`config.mk`:
```
export PLATFORM = sky130hd
export DESIGN_NAME = bm_disp_fb_read_master
export DESIGN_NICKNAME = d
export VERILOG_FILES = /design/src/rtl/bm_disp_fb_read_master_pkg.sv /design/src/rtl/bm_disp_fb_read_master.sv
export SDC_FILE = /design/constraint.sdc
export NUM_CORES = 1
export LEC_CHECK = 0
export CORE_ASPECT_RATIO = 1.5
export CORE_UTILIZATION = 42
export DETAILED_ROUTE_END_ITERATION = 8
export PLACE_DENSITY = 0.93
export SLEW_MARGIN = 10
export SYNTH_ARGS = -nofsm -noshare
export SYNTH_HDL_FRONTEND = slang
export SYNTH_SLANG_ARGS = --single-unit
```
`constraint.sdc`:
```
create_clock -name m_axi_aclk -period 3.3 [get_ports m_axi_aclk]
set_input_delay 0.66 -clock m_axi_aclk [delete_from_list [all_inputs] [get_ports m_axi_aclk]]
set_output_delay 0.66 -clock m_axi_aclk [all_outputs]
set_load 0.1 [all_outputs]
```
`src/rtl/bm_disp_fb_read_master_pkg.sv`:
```
// Shared constants and types for the bitmap display frame-buffer read master.
// AXI encodings here are also used by the register slave.
package bm_disp_fb_read_master_pkg;

    localparam logic [1:0] RESP_OKAY   = 2'b00;
    localparam logic [1:0] RESP_EXOKAY = 2'b01;
    localparam logic [1:0] RESP_SLVERR = 2'b10;
    localparam logic [1:0] RESP_DECERR = 2'b11;

    localparam logic [1:0] AXI_BURST_INCR = 2'b01;
    localparam logic [2:0] AXI_SIZE_4B    = 3'b010;
    localparam logic [3:0] AXI_ARCACHE    = 4'b0011;
    localparam logic [2:0] AXI_ARPROT     = 3'b000;

    typedef enum logic [2:0] {
        StIdle,
        StWaitRoom,
        StAddr,
        StData,
        StNext
    } fetch_state_e;

endpackage

```
`src/rtl/bm_disp_fb_read_master.sv`:
```
// AXI4 read master: fetches whole frames of 32-bit pixels in fixed INCR bursts
// and pushes them, tagged with a start-of-frame bit, into the external pixel FIFO.
module bm_disp_fb_read_master
    import bm_disp_fb_read_master_pkg::*;
#(
    parameter int unsigned C_M_AXI_ADDR_WIDTH = 32,
    parameter int unsigned C_M_AXI_DATA_WIDTH = 32,
    parameter int unsigned C_M_AXI_ID_WIDTH   = 1,
    parameter int unsigned C_H_PIXELS         = 800,
    parameter int unsigned C_V_LINES          = 600,
    parameter int unsigned C_BURST_LEN        = 256
) (
    input  logic                            m_axi_aclk,
    input  logic                            axi_resetn,
    input  logic [31:0]                     fb_start_address,
    input  logic                            init_done,
    output logic [C_M_AXI_ID_WIDTH-1:0]     m_axi_arid,
    output logic [C_M_AXI_ADDR_WIDTH-1:0]   m_axi_araddr,
    output logic [7:0]                      m_axi_arlen,
    output logic [2:0]                      m_axi_arsize,
    output logic [1:0]                      m_axi_arburst,
    output logic [3:0]                      m_axi_arcache,
    output logic [2:0]                      m_axi_arprot,
    output logic                            m_axi_arvalid,
    input  logic                            m_axi_arready,
    input  logic [C_M_AXI_DATA_WIDTH-1:0]   m_axi_rdata,
    input  logic [1:0]                      m_axi_rresp,
    input  logic                            m_axi_rlast,
    input  logic                            m_axi_rvalid,
    output logic                            m_axi_rready,
    output logic [C_M_AXI_DATA_WIDTH:0]     fifo_din,
    output logic                            fifo_wr_en,
    input  logic                            fifo_almost_full,
    output logic                            rresp_err
);

    localparam int unsigned AW          = C_M_AXI_ADDR_WIDTH;
    localparam int unsigned TotalBursts = C_H_PIXELS * C_V_LINES / C_BURST_LEN;
    localparam int unsigned CntW        = (TotalBursts > 1) ? $clog2(TotalBursts) : 1;
    localparam int unsigned AlignBits   = $clog2(C_BURST_LEN * 4);

    localparam logic [AW-1:0]   BurstBytes = AW'(C_BURST_LEN * 4);
    localparam logic [AW-1:0]   AlignMask  = ~AW'((64'd1 << AlignBits) - 64'd1);
    localparam logic [CntW-1:0] LastBurst  = CntW'(TotalBursts - 1);

    fetch_state_e    r_state;
    fetch_state_e    w_state_nxt;
    logic [AW-1:0]   r_burst_addr;
    logic [CntW-1:0] r_burst_cnt;
    logic            r_sof_pend;
    logic            r_frame_end;
    logic            r_rresp_err;
    logic [AW-1:0]   w_base;
    logic            w_beat;

    // Base is burst-aligned so a fixed-size burst can never cross a 4 KB page.
    assign w_base = AW'(fb_start_address) & AlignMask;

    always_ff @(posedge m_axi_aclk or negedge axi_resetn) begin
        if (!axi_resetn) begin
            r_state <= StIdle;
        end else begin
            r_state <= w_state_nxt;
        end
    end

    always_comb begin
        w_state_nxt = r_state;
        case (r_state)
            StIdle:     if (init_done)         w_state_nxt = StWaitRoom;
            StWaitRoom: if (!fifo_almost_full) w_state_nxt = StAddr;
            StAddr:     if (m_axi_arready)     w_state_nxt = StData;
            StData:     if (m_axi_rvalid && m_axi_rlast) w_state_nxt = StNext;
            StNext:                            w_state_nxt = StWaitRoom;
            default:                           w_state_nxt = StIdle;
        endcase
    end

    always_comb begin
        m_axi_arvalid = (r_state == StAddr);
        m_axi_rready  = (r_state == StData);
        w_beat        = m_axi_rvalid && (r_state == StData);
        fifo_wr_en    = w_beat;
        fifo_din      = {r_sof_pend, m_axi_rdata};
    end

    always_ff @(posedge m_axi_aclk or negedge axi_resetn) begin
        if (!axi_resetn) begin
            r_burst_addr <= '0;
            r_burst_cnt  <= '0;
            r_sof_pend   <= 1'b0;
            r_frame_end  <= 1'b0;
            r_rresp_err  <= 1'b0;
        end else begin
            if (w_beat && (m_axi_rresp != RESP_OKAY)) begin
                r_rresp_err <= 1'b1;
            end
            case (r_state)
                StIdle: begin
                    if (init_done) begin
                        r_burst_addr <= w_base;
                        r_burst_cnt  <= '0;
                        r_sof_pend   <= 1'b1;
                        r_frame_end  <= 1'b0;
                    end
                end
                StData: begin
                    if (w_beat) begin
                        r_sof_pend <= 1'b0;
                        if (m_axi_rlast) begin
                            r_burst_cnt  <= r_burst_cnt + 1'b1;
                            r_burst_addr <= r_burst_addr + BurstBytes;
                            r_frame_end  <= (r_burst_cnt == LastBurst);
                        end
                    end
                end
                StNext: begin
                    // Base address changes only here, so a frame is never split.
                    if (r_frame_end) begin
                        r_burst_addr <= w_base;
                        r_burst_cnt  <= '0;
                        r_sof_pend   <= 1'b1;
                        r_frame_end  <= 1'b0;
                    end
                end
                default: ;
            endcase
        end
    end

    assign m_axi_arid    = '0;
    assign m_axi_araddr  = r_burst_addr;
    assign m_axi_arlen   = 8'(C_BURST_LEN - 1);
    assign m_axi_arsize  = AXI_SIZE_4B;
    assign m_axi_arburst = AXI_BURST_INCR;
    assign m_axi_arcache = AXI_ARCACHE;
    assign m_axi_arprot  = AXI_ARPROT;
    assign rresp_err     = r_rresp_err;

endmodule

```
# Word level (Yosys, flattened, before mapping)
# Index checks and enable logic that the tools add are counted.
[totals]
in_bits = 73
wordCells = 53
reg_bits = 49
output_inout_bits = 90
[classes]
addsub = 2
muxes = 23
eq_ne = 12
reduce_logical = 10
[ops]
columns = ["cell", "count"]
rows = [
  ["32-bit 2-to-1 mux", 4],
  ["32-bit case mux with 3 select lines", 1],
  ["11-bit 2-to-1 mux", 4],
  ["11-bit case mux with 3 select lines", 1],
  ["32-bit by 11-bit adder with 32-bit output (second input constant)", 1],
  ["3-bit case mux with 5 select lines", 1],
  ["3-bit 2-to-1 mux", 4],
  ["4-bit AND reduction", 3],
  ["11-bit by 1-bit adder with 11-bit output (second input constant)", 1],
  ["11-bit == test (second input constant)", 1],
  ["2-bit inequality test (second input constant)", 4],
  ["3-bit by 2-bit == test with 1-bit output (second input constant)", 2],
  ["1-bit 2-to-1 mux", 6],
  ["2-bit by 1-bit inequality test with 1-bit output (second input constant)", 3],
  ["1-bit case mux with 3 select lines", 2],
  ["5-bit AND reduction", 1],
  ["3-bit by 1-bit == test with 1-bit output (second input constant)", 1],
  ["3-bit == test (second input constant)", 1],
  ["1-bit logical AND", 3],
  ["3-bit zero test", 1],
  ["3-bit nonzero test", 1],
  ["2-bit nonzero test", 1],
]

# Logic depth before layout (Yosys ltp)
# Gate-level depths: netlist (run 1).
[logic_depth]
word_depth = 4
mapped_depth = 9
ltp_nobuf = 9

# Worst setup path before layout (run 1)
# OpenSTA, ideal clock, no wires.
[synth_path]
kind = "reg-to-reg"
start = "register r_burst_addr[10], in the netlist m_axi_araddr[10]"
end = "register r_burst_addr[28], in the netlist m_axi_araddr[28]"
setup_ns = 0.121
slack_ns = 0.839
required_ns = 3.179
t_arrival_ns = 2.340
synth_period_minus_slack_ns = 2.461
n_path_buf = 0
path_stages_with_launch = 7
cell_sequence = "dfrtp_1 -> ha_1 -> nand3_1 -> nor4_4 -> and2_1 -> a31oi_1 -> o22a_1"
[synth_via]
elab_chain_len = 4
[synth_rtl]
columns = ["element", "line", "text"]
rows = [
  ["start: declaration", "bm_disp_fb_read_master.sv:48", "logic [AW-1:0] r_burst_addr;"],
  ["start signal: assignment", "bm_disp_fb_read_master.sv:101", "r_burst_addr <= w_base;"],
  ["start signal: assignment", "bm_disp_fb_read_master.sv:112", "r_burst_addr <= r_burst_addr + BurstBytes;"],
  ["start signal: assignment", "bm_disp_fb_read_master.sv:120", "r_burst_addr <= w_base;"],
  ["32-bit by 11-bit adder with 32-bit output", "bm_disp_fb_read_master.sv:112", ""],
  ["32-bit 2-to-1 mux", "bm_disp_fb_read_master.sv:110", "if (m_axi_rlast) begin"],
  ["32-bit 2-to-1 mux", "bm_disp_fb_read_master.sv:108", "if (w_beat) begin"],
  ["32-bit case mux with 3 select lines", "bm_disp_fb_read_master.sv:98", "case (r_state)"],
]
# Every way passes these cells. The select of a mux whose other input is x is not followed.
# A chain may end at the register's enable or synchronous reset.

# Worst setup path in the final report (run 1)
[layout_path]
start = "register r_state[1]"
end = "output fifo_wr_en"
[layout_via]
elab_chain_len = 2
[layout_rtl]
columns = ["element", "line", "text"]
rows = [
  ["start: declaration", "bm_disp_fb_read_master.sv:46", "fetch_state_e r_state;"],
  ["start signal: assignment", "bm_disp_fb_read_master.sv:61", "r_state <= StIdle;"],
  ["start signal: assignment", "bm_disp_fb_read_master.sv:63", "r_state <= w_state_nxt;"],
  ["3-bit by 2-bit == test with 1-bit output", "bm_disp_fb_read_master.sv:82", "w_beat = m_axi_rvalid && (r_state == StData);"],
  ["1-bit logical AND", "bm_disp_fb_read_master.sv:82", ""],
  ["end: declaration", "bm_disp_fb_read_master.sv:32", "output logic fifo_wr_en,"],
]
# Every way passes these cells.

==> results by group, run 1 <==
Power and ir drop
  – Total Power: approximately 3.9 mW
  – Static Leak: between 1 and 1.5 nW
  – Power per cell area: 1272 nW/µm²
  – Worst VDD drop: 0.5972 mV

Die
  – Die area: 7102 µm²
  – Die height: 102.7 µm
  – Initial Utilization: a little over two fifths
  – Core area: 6531 µm²
  – Boundary Pins: 163
  – Rows: 36
  – Die width: 69.15 µm

Synthesis
  – Synth Flop Type: dfrtp_1
  – Top cells by area, synth: dfrtp_1 34%, buf_4 17%, a21oi_1 5.1%, o21ai_0 4.2%, nand2_1 3.6%
  – Yosys warns: 0
  – Post-synthesis cell type count: 47
  – Yosys top cell by area: dfrtp_1
  – Number of synthesized flops with an enable pin: 0
  – Syn Inst Count: 336
  – Asr flop ratio synth: 100.0%
  – FF+latch count, synth: 39
  – Seq/Total Area, Yosys: 34.36%
  – Mapped cell area: 2840 µm²
  – Top-area cell type share of the netlist area: about 34%
  – Top post-synthesis cells by count: 64 x buf_4, 39 x dfrtp_1, 29 x a21oi_1
  – Count leader, synth: buf_4
  – Post-synthesis area per instance: 8.453 µm²

Min path
  – Hold Crit Start: r_burst_cnt[9]
  – Worst hold path type: register to register
  – Hold depth: 1
  – WHS Endpoint: r_burst_cnt[9]

Critical path
  – CP Data Arrival Time: 1810 ps
  – Worst R2R Setup Slack: ~1100 ps
  – Worst-path cell chain: nand3_1, inv_2, nand2_2, inv_1, buf_12
  – Crit path max fanout: 17
  – CP endpoint kind: output pin
  – Slowest-stage cell, CP: dfrtp_1
  – Reg2reg start: r_state[1]
  – Reg2reg path depth: 7
  – Critical path type: register to output pin
  – CP required: 2640 ps
  – FF-to-FF End: m_axi_araddr[22]
  – CP Launch Type: register
  – Crit-path max cell delay: between 500 and 600 ps

Timing
  – Setup_tns: 0 ps
  – Clock Skew: 6.047 ps
  – Fmax: 404.7 MHz
  – Slew Viols, Final: 0
  – Min Clock Period, post-route: 2471 ps
  – Final setup fails: 0
  – Final worst-path cycle share: 74.87%
  – RSZ-0062 raised after global routing: no
  – Worst-Margin Slew: a little over 900 ps
  – Hold Vio Cnt, Final: 0
  – Slew HR: 39.01%

Flow run
  – MaxCap Viol Count: 0

Placement
  – HPWL Detailed: 4.429 mm
  – Placed cell area: 3010 µm²
  – Number of port buffers: 57
  – RePlAce Congestion: 0.8485

Global route
  – First-pass GRT wire length: approximately 10 mm
  – Initial antenna violation count: 0
  – Grt ovf: 0
  – Largest net degree at the start of global routing: 40
  – Total global-route track usage: a little under a fifth
  – Vias in the first global route: 2263

Detailed routing
  – 1st-pass router iterations: 5
  – Routed len/inst: around 15 µm
  – Vias: 2384
  – Initial DRC count: approximately 140
  – Final Routed Wirelength: 6.284 mm
  – DR vias/cell: 5.557
  – Antenna viol nets, final: 0
  – DRC: 0

Clock network
  – Post-CTS setup buffer count: 0
  – TritonCTS clock tree: done
  – Clock transition at path regs: approximately 80 ps
  – H-tree Lvls: 2
  – Num CTS Buffers: 5
  – Worst skew pair latency: around 290 ps
  – Hold_buf cts: 0
  – Post_cts resized: 0
  – Clk root buf: clkbuf_8
  – TritonCTS Sinks: 39
  – Clock buffer depth: 2

Finish
  – Nets: between 400 and 500
  – Fin area: 3095 µm²
  – P&R area growth vs syn: 8.987%
  – Proportion of layout cells with a drive suffix above 1: roughly 15%
  – Layout Utilization: a little under half
  – Area of the multi-input gates: 1368 µm²
  – Fillcell total: around 620
  – FF/Latch Area: 975.9 µm²
  – N_diodes: 0

Outcome
  – Status: complete, no violations
worst max path at each step:
stage | start | to | slack, ps | cells past startpoint
2_1_floorplan | m_axi_araddr[10] | m_axi_araddr[28] | 840 | 6
3_3_place_gp | init_done | m_axi_araddr[30] | 930 | 6
3_5_place_dp | init_done | m_axi_araddr[30] | 910 | 6
4_1_cts | r_state[1] | fifo_wr_en | 810 | 5
5_1_grt | r_state[1] | fifo_wr_en | 700 | 5
6_report | r_state[1] | fifo_wr_en | 830 | 5
cell usage in the layout (no fill, tap or decap), drive strengths merged, types with 2 or more instances in the layout:
| cell | netlist | final |
|---|---|---|
| buf | 75 | 31 |
| nor2 | 25 | 25 |
| clkdlybuf4s50 | 0 | 29 |
| nand3b | 2 | 2 |
| o21ai | 28 | 28 |
| and2 | 6 | 6 |
| and3 | 4 | 4 |
| dfrtp | 39 | 39 |
| clkbuf | 5 | 6 |
| a2bb2oi | 9 | 9 |
| nor3 | 4 | 4 |
| nand4 | 8 | 8 |
| inv | 7 | 7 |
| conb | 2 | 31 |
| nor4 | 2 | 2 |
| nand3 | 16 | 16 |
| a22oi | 2 | 2 |
| a21o | 2 | 2 |
| nand2 | 29 | 29 |
| nor3b | 2 | 2 |
| a21oi | 31 | 31 |
| a31oi | 7 | 7 |
| o22a | 2 | 2 |
| o22ai | 7 | 7 |
| ha | 3 | 3 |
| o31ai | 6 | 6 |
| mux2i | 2 | 2 |
layer usage:
layer | up-vias | GRT usage (%) | part of all wire (%)
met2 | 96 | 33.08 | 53
met4 | 0 | 8.320 | 2.0
met3 | 22 | 4.106 | 6.0
li1 | 1133 | - | -
met1 | 1133 | 19.80 | 39
met5 | - | 0 | 0
registers in the layout (all words and copies together) (netlist names):
| register | cells |
|---|---|
| m_axi_araddr | 22 |
| r_burst_cnt | 11 |
| r_state | 3 |
| r_frame_end | 1 |
| r_sof_pend | 1 |
| rresp_err | 1 |
power by group:
group	internal, mW	switching (mW)	leakage, nW
Sequential	0.649	0.238	0.474
Clock	0.148	0.173	0.0412
Combinational	0.675	2.06	0.799
Total	1.47	2.47	1.31
kinds of logic (layout without fill, tap and decap cells):
kind of cell | after synthesis | in the layout | share of synthesized area (%)
buffers and inverters | 87 | 75 | 21.32
multiplexers | 2 | 2 | 0.7049
flip-flops | 39 | 39 | 34.36
AND/OR/NAND/NOR | 101 | 101 | 19.08
AO/OA/AOI/OAI | 102 | 102 | 22.95
adder cells (fa/ha/maj) | 3 | 3 | 1.322
other | 2 | 31 | 0.2644
metrics by stage:
step / hold slack [ps] / instances / setup WS (ps)
2_1_floorplan: 364.4 / 365 / 839.0
3_3_place_gp: 458.4 / 421 / 926.2
3_5_place_dp: 456.4 / 421 / 905.2
4_1_cts: 473.2 / 429 / 813.3
5_1_grt: 502.2 / 429 / 696.0
6_report: 477.1 / 429 / 829.2
worst max-delay path: cells and delay by family, from the launching register on:
family,cells,cell delay (ps)
buffers and inverters,3,680
DFF,1,510
and+or+nand+nor,2,320
final cells by class:
cell class	instances	area share, %
tap	76	3.072
sequential	39	31.53
clock buffer	6	2.344
inverter	7	0.8488
clock inverter	2	0.4042
multi-input combinational	239	44.18
timing repair buffer	60	17.62
Note: power is estimated with default switching activity, not from simulation.
==> run 2, diff against run 1 <==
CORE_UTILIZATION = 39   (was 42)
PLACE_DENSITY = 0.88   (was 0.93)
clock period = 2.6 ns   (was 3.3 ns; I/O delays follow)
==> results by group, run 2 (synthesis results as in run 1) <==
Critical path
  – Crit path max fanout: 47 (+30)
  – Reg2reg start: r_state[1]
  – FF-to-FF End: r_burst_cnt[10]
  – Worst-path cell chain: nand3_1, inv_2, buf_4, buf_12
  – Buf+Inv Stages, Crit Path: 3 (unchanged)
  – Worst R2R Setup Slack: 470 ps (-640 ps)
  – Critical path type: register to output pin
  – CP Data Arrival Time: 1730 ps (-80 ps)
  – Crit-path max cell delay: 500 ps (about the same)
  – CP endpoint kind: output pin
  – CP required: 2080 ps (-560 ps)
  – CP top delay family: buffers and inverters
  – CP Launch Type: register
  – Reg2reg path depth: 8 (+1)
  – Slowest-stage cell, CP: dfrtp_1

Clock network
  – Clock buffer depth: 2 (unchanged)
  – Num CTS Buffers: 5 (unchanged)
  – H-tree Lvls: 2 (unchanged)
  – Worst skew pair latency: 290 ps (about the same)
  – Post_cts resized: 0 (unchanged)
  – Hold_buf cts: 0 (unchanged)
  – Clock transition at path regs: 80 ps (about the same)
  – TritonCTS clock tree: done
  – TritonCTS Sinks: 39 (unchanged)
  – Post-CTS setup buffer count: 0 (unchanged)
  – Clk root buf: clkbuf_8

Detailed routing
  – Antenna viol nets, final: 0 (unchanged)
  – Final Routed Wirelength: 6.309 mm (+0.40%)
  – Vias: 2430 (+1.9%)
  – Routed len/inst: 14.71 µm (+0.40%)
  – Initial DRC count: 95 (-31%)
  – 1st-pass router iterations: 4 (-1)
  – DRC: 0 (unchanged)
  – DR vias/cell: 5.664 (+1.9%)

Placement
  – HPWL Detailed: 4.376 mm (-1.2%)
  – RePlAce Congestion: 0.8057 (-5.0%)
  – Number of port buffers: 57 (unchanged)

Die
  – Die width: 71.68 µm (+3.7%)
  – Boundary Pins: 163 (unchanged)
  – Die area: 7635 µm² (+7.5%)
  – Core area: 6944 µm² (+6.3%)
  – Rows: 37 (+2.8%)
  – Die height: 106.5 µm (+3.7%)
  – Initial Utilization: 40.90% (-2.6 points)

Power and ir drop
  – Sw frac: 62.84% (+0.19 points)
  – Combinational fraction of design power: 69.5% (+0.2 points)
  – Pint: 1.850 mW (+26%)
  – Worst VDD drop: 1.184 mV (+98%)
  – Total Power: 4.977 mW (+26%)
  – Clock power share: 7.8% (-0.3 points)
  – Power per cell area: 1613 nW/µm² (+27%)
  – Static Leak: 1.310 nW (-0.29%)
  – Flop pwr share: 22.7% (+0.2 points)
  – P_sw: 3.127 mW (+27%)

Global route
  – Vias in the first global route: 2230 (-1.5%)
  – Grt ovf: 0 (unchanged)
  – Initial antenna violation count: 0 (unchanged)
  – First-pass GRT wire length: 10.32 mm (-0.53%)
  – Largest net degree at the start of global routing: 48 (+20%)
  – Total global-route track usage: 16.84% (-1.2 points)

Finish
  – Proportion of layout cells with a drive suffix above 1: 14.53% (-0.48 points)
  – N_diodes: 0 (unchanged)
  – Max FFs per register: 22 (unchanged)
  – Nets: 428 (unchanged)
  – P&R area growth vs syn: 8.634%
  – Most frequent cells in the layout: 39 x dfrtp_1, 31 x conb_1, 29 x a21oi_1, 29 x clkdlybuf4s50_1, 28 x buf_4
  – Fillcell total: 680 (+9.9%)
  – Commonest non-fill, non-tap cell in the layout: dfrtp_1

Timing
  – Final worst-path cycle share: between 80% and 90%
  – Min Clock Period, post-route: 2246 ps
  – Setup_tns: 0 ps (unchanged)
  – Slew Viols, Final: 0 (unchanged)
  – Worst-Margin Slew: 921.9 ps (+7.034 ps)
  – Hold Vio Cnt, Final: 0 (unchanged)
  – Slew HR: 38.54% (-0.47 points)
  – Clock Skew: 6.156 ps (+0.1086 ps)
  – RSZ-0062 raised after global routing: no
  – Fmax: ~450 MHz
  – Final setup fails: 0 (unchanged)

Outcome
  – Status: complete, no violations

Min path
  – Worst hold path type: input pin to asynchronous set/reset pin

Flow run
  – MaxCap Viol Count: 0 (unchanged)
-- run 2: how the worst max path moves through the flow --
stage,slack (ps),endpoint,cells after the start,startpoint
after floorplan,140,m_axi_araddr[28],6,m_axi_araddr[10]
after global placement,160,r_burst_cnt[10],8,m_axi_rlast
after detailed placement,120,r_burst_cnt[10],8,m_axi_rlast
after CTS,370,m_axi_rready,4,r_state[1]
after global routing,270,m_axi_rready,4,r_state[1]
final,350,m_axi_rready,4,r_state[1]
-- run 2: cell type report --
type	count	area (µm²)	share of cell area, %
sequential	39	975.9	31.63
tap	78	97.59	3.163
timing repair buffer	60	545.5	17.68
clock buffer	6	72.57	2.352
multi-input combinational	239	1368	44.32
inverter	7	26.28	0.8516
-- run 2: per-layer routing --
metal	GRT usage, %	routed length, µm	vias to the layer above
li1	-	-	1132
met1	20.06	2540	1185
met2	29.45	3317	98
met3	2.275	332	15
met4	7.843	119	0
met5	0	0	-
-- run 2: metrics by stage --
step | setup WS [ps] | std cells | utilization [%] | cell area [µm²] | hold slack, ps
5_1_grt | 266.2 | 429 | 44.43 | 3085 | 414.4
6_report | 353.7 | 429 | 44.43 | 3085 | 360.7
3_3_place_gp | 155.4 | 423 | 43.39 | 3013 | 457.9
3_5_place_dp | 121.8 | 423 | 43.39 | 3013 | 465.3
4_1_cts | 374.9 | 429 | 44.43 | 3085 | 388.7
2_1_floorplan | 139.0 | 365 | - | 2949 | 224.4
-- run 2: power groups by stage --
stage	Combinational, mW	Sequential (mW)	Clock, mW
after floorplan	1.98	2.25	0
final	3.46	1.13	0.387
after global routing	3.66	1.17	0.415
after detailed placement	3.45	1.14	0
after global placement	3.40	1.12	0
after CTS	3.45	1.12	0.393
==> patch 1 (config.mk and constraints of run 2) <==
Change the parameter `C_M_AXI_ADDR_WIDTH` from 32 to 16.
--- a/src/rtl/bm_disp_fb_read_master.sv
+++ b/src/rtl/bm_disp_fb_read_master.sv
@@ -3,7 +3,7 @@
 module bm_disp_fb_read_master
     import bm_disp_fb_read_master_pkg::*;
 #(
-    parameter int unsigned C_M_AXI_ADDR_WIDTH = 32,
+    parameter int unsigned C_M_AXI_ADDR_WIDTH = 16,
     parameter int unsigned C_M_AXI_DATA_WIDTH = 32,
     parameter int unsigned C_M_AXI_ID_WIDTH   = 1,
     parameter int unsigned C_H_PIXELS         = 800,
Interface: changed (resized m_axi_araddr); port bits go from 163 to 147. The function was not compared with the original's and may differ.
==> patch 1 against run 2 <==
The run now ends with DRC left. Register-to-register slack gained 0.15 ns. Design area shrank 43%. Largest power group unchanged. Die area shrank 35%. Area after synthesis shrank 36%. Sequential power shrank 49%. Worst setup slack gained 0.089 ns. Worst hold slack gained 0.12 ns. Sequential cell count shrank 16. Power shrank 57%. Critical endpoint is now fifo_wr_en. Routed wire length shrank 47%.
==> patch 1: results (changes against run 2) <==
stage,metric,value,unit,change
worst_setup_path,path_delay_family,flip-flops,,
grt,groute.layer.met1.usage,13.6,%,-6.4 points
grt,vias_in_the_first_global_route,1266,,-43%
hold_path,hp-class,flip-flop to flip-flop,,
cts,clock_tree.htree_level_count,1,,-1
placement,gp_congestion,0.841,,+4.4%
routing,postRouteWirelength,3340,um,-47%
worst_setup_path,critical_path.endpoint,fifo_wr_en,,
power,total_leakage_power,0.870,nW,-34%
power,ir_worst_vdd,400,uV,-66%
outcome,outcome,"complete, but fails checks",,
routing,detail_route.vias_per_cell,5.34,,-5.7%
grt,globalRouteMet3Util,2.87,%,+0.59 points
placement,placed_area,1730,um^2,-43%
cts,tritoncts.num_buffers,3,,-2
sta,finalCriticalPeriod,2.16,ns,-0.0889 ns
worst_setup_path,cp_slowest_stage_delay,0.56,ns,+0.06 ns
grt,grtUsageTotal,13.9,%,-2.9 points
worst_setup_path,cp.arrival,1.64,ns,-0.09 ns
sta,worst_skew,0.00719,ns,+0.00104 ns
synth,synth.cells.most_frequent,"buf_4, dfrtp_1, nor2_1, o21ai_0, nand2_1",,
routing,met3_wire_length,284,um,-14%
cells_and_area,design.final.nets,276,,-36%
synth,yosysSeqAreaShare,31.7,%,-2.7 points
placement,place.detailed.instances,243,,-43%
outcome,failed_checks,DRC,,
grt,grt_max_degree,24,,-50%
grt,grt_use_met2,25.6,%,-3.9 points
routing,met2WireLength,1750,um,-47%
grt,wire_length_of_the_first_global_routing_pass,5440,um,-47%
placement,place_ws,0.270,ns,+0.148 ns
routing,remaining_drc_errors,13,,+13
synth,synth_cell_types,42,,-11%
worst_setup_path,depth_of_the_worst_register_to_register_path,4,,-4
==> patch 1: changes by cell type after synthesis, sizes merged, moves of 3 or more <==
cell	before	now
a211o	0	3
a21oi	31	8
a2bb2oi	9	2
a31oi	7	3
and2	6	1
buf	75	69
dfrtp	39	23
nand2	29	12
nand3	16	6
nand4	8	2
nor2	25	13
o21ai	28	13
o22ai	7	1
==> patch 1: worst min-delay path by stage <==
stage	cells after the start	startpoint	slack, ns	end
floorplan	0	axi_resetn	0.22	m_axi_araddr[10]
global placement	1	rresp_err	0.46	rresp_err
CTS	2	r_sof_pend	0.49	r_sof_pend
global route	1	rresp_err	0.50	rresp_err
finish	2	r_sof_pend	0.48	r_sof_pend
detailed placement	2	r_sof_pend	0.47	r_sof_pend
==> patch 1: power by group through the flow <==
stage / registers, mW / clock network (mW) / logic (mW)
2_1_floorplan: 0.849 / 0 / 1.11
3_3_place_gp: 0.576 / 0 / 1.33
3_5_place_dp: 0.580 / 0 / 1.36
4_1_cts: 0.575 / 0.225 / 1.36
5_1_grt: 0.592 / 0.240 / 1.43
6_report: 0.576 / 0.219 / 1.36
==> patch 1: cells by family after synthesis <==
kind of cell,count (synthesis),synth area share [%]
and+or+nand+nor,55,16.1
AOI/OAI and AO/OA,48,18.2
DFF,23,31.7
other,2,0.414
muxes,2,1.10
buffers and inverters,78,30.4
adders and majority gates,3,2.07
==> patch 1: area by class of cell <==
| type | instances | area (um^2) |
|---|---|---|
| Fill cell | 428 | 2730 |
| Multi-Input combinational cell | 139 | 802 |
| Sequential cell | 23 | 576 |
| Timing Repair Buffer | 28 | 270 |
| Tap cell | 48 | 60.1 |
| Clock buffer | 3 | 41.3 |
| Inverter | 5 | 18.8 |
| Clock inverter | 1 | 5.00 |
==> patch 2 (config.mk and constraints of run 2) <==
Without the edit above. Put one more register stage on the output `rresp_err`, cleared by the reset. The value now appears one clock later. The other outputs are not delayed to match.
--- a/src/rtl/bm_disp_fb_read_master.sv
+++ b/src/rtl/bm_disp_fb_read_master.sv
@@ -135,7 +135,13 @@
     assign m_axi_arburst = AXI_BURST_INCR;
     assign m_axi_arcache = AXI_ARCACHE;
     assign m_axi_arprot  = AXI_ARPROT;
-    assign rresp_err     = r_rresp_err;
+    always_ff @(posedge m_axi_aclk or negedge axi_resetn) begin
+        if (!axi_resetn) begin
+            rresp_err <= '0;
+        end else begin
+            rresp_err <= r_rresp_err;
+        end
+    end
 
 endmodule
 
Formal check against the unedited RTL: not equivalent (Yosys sat finds a counterexample within 10 cycles, from zero or initial values and one cycle with axi_resetn low).
==> patch 2 against run 2 <==
Design area grew 2.6%. First-iteration DRC count grew 83%. Sequential power grew 5%. Area after synthesis shrank 1.1%. Sequential cell count grew 1. Synthesized cell count shrank 2.7%. Power shrank 1.8%. Worst setup slack lost 0.035 ns. The run now ends with DRC left. Via count shrank 2.8%. Die area shrank 1.1%. Critical path depth grew 1. Combinational power shrank 7.8%. Routed wire length grew 0.11%.
==> patch 2: results (changes against run 2) <==
stage,metric,value,unit,change
placement,place.detailed.instances,417,,-1.4%
grt,wire_length_of_the_first_global_routing_pass,10100,um,-2.5%
routing,met3_wire_length,385,um,+16%
worst_setup_path,critPathMaxFanout,9,,-81%
power,total_leakage_power,1.33,nW,+1.2%
routing,drt_first_pass_iters,9,,+5
synth,postSynthCellCount,327,,-2.7%
sta,tightest_slew,0.908,ns,-0.0139 ns
synth,fraction_of_synthesized_cell_area_in_xor_and_xnor_cells,2.81,%,+2.8 points
placement,place_ws,0.115,ns,-0.00653 ns
grt,grt_use_met2,31.8,%,+2.4 points
worst_setup_path,cp.arrival,1.76,ns,+0.03 ns
worst_setup_path,rr_endpoint,m_axi_araddr[28],,
outcome,outcome,"complete, but fails checks",,
sta,worst_skew,0.0132,ns,+0.00704 ns
worst_setup_path,startpoint,r_state[2],,
placement,portBuffers,57,,unchanged
routing,routedLengthMet1,2310,um,-8.9%
synth,synth_area_leaders,"dfrtp_1, buf_4, nor2_1",,
synth,muxShareOfSynthArea,0,%,-0.70 points
grt,grt_max_degree,41,,-15%
worst_setup_path,critical_path.endpoint,fifo_wr_en,,
synth,synth_compound_gate_area_share,17.9,%,-5.0 points
outcome,failed_checks,DRC,,
worst_setup_path,depth_of_the_worst_register_to_register_path,6,,-2
placement,gp_congestion,0.789,,-2.1%
placement,placed_area,3050,um^2,+1.4%
routing,postRouteWirelength,6320,um,+0.11%
grt,grtUsageTotal,16.8,%,about the same
grt,globalRouteMet3Util,2.84,%,+0.57 points
power,ir_worst_vdd,792,uV,-33%
cells_and_area,final-seq-area,1000,um^2,+2.6%
routing,routed-via-count,2361,,-2.8%
sta,max_freq,438,MHz,-1.5%
routing,detail_route.iter0.violations,174,,+83%
sta,timing.hold.ws,0.338,ns,-0.0225 ns
placement,dp.final_hpwl,4630,um,+5.7%
grt,groute.layer.met1.usage,17.4,%,-2.7 points
worst_setup_path,cp_slowest_stage_delay,0.45,ns,-0.05 ns
worst_setup_path,regToRegSetupSlack,0.56,ns,+0.09 ns
cells_and_area,finish.cell_count_without_fillers,425,,-0.93%
synth,synth_fa_ha_area_share,1.34,%,+0.015 points
cells_and_area,post_route_cells_drive_above_1_share,15.3,%,+0.74 points
worst_setup_path,rr_startpoint,m_axi_araddr[10],,
grt,vias_in_the_first_global_route,2212,,-0.81%
power,total_switching_power,2.95,mW,-5.7%
cells_and_area,nFillCells,663,,-2.5%
synth,synth.cells.most_frequent,"buf_4, nor2_1, dfrtp_1",,
routing,met2WireLength,3430,um,+3.3%
synth,synth_cell_types,50,,+6.4%
synth,yosysSeqAreaShare,35.7,%,+1.3 points
routing,remaining_drc_errors,19,,+19
[patch 2: cell types whose count changed in the layout (fill, tap and decap cells not counted), moves of 7 or more]
cell     before  now
nor2_1       25   42
a21oi_1      29   18
nand2_1      27   18
o21ai_0      24   15
xnor2_1       0    9
nor4_1        0    7
[patch 2: power by group through the flow]
| stage | clock, mW | sequential (mW) | combinational [mW] |
|---|---|---|---|
| after floorplan | 0 | 2.28 | 1.67 |
| after global placement | 0 | 1.17 | 3.16 |
| after detailed placement | 0 | 1.19 | 3.21 |
| after CTS | 0.520 | 1.18 | 3.21 |
| after global routing | 0.547 | 1.23 | 3.36 |
| final | 0.507 | 1.19 | 3.19 |
[patch 2: final cells by class]
cell class / count / area share (%)
Clock buffer: 5 / 2.17
Clock inverter: 3 / 1.34
Inverter: 4 / 0.474
Multi-Input combinational cell: 231 / 42.7
Sequential cell: 40 / 31.6
Tap cell: 78 / 3.08
Timing Repair Buffer: 64 / 18.6
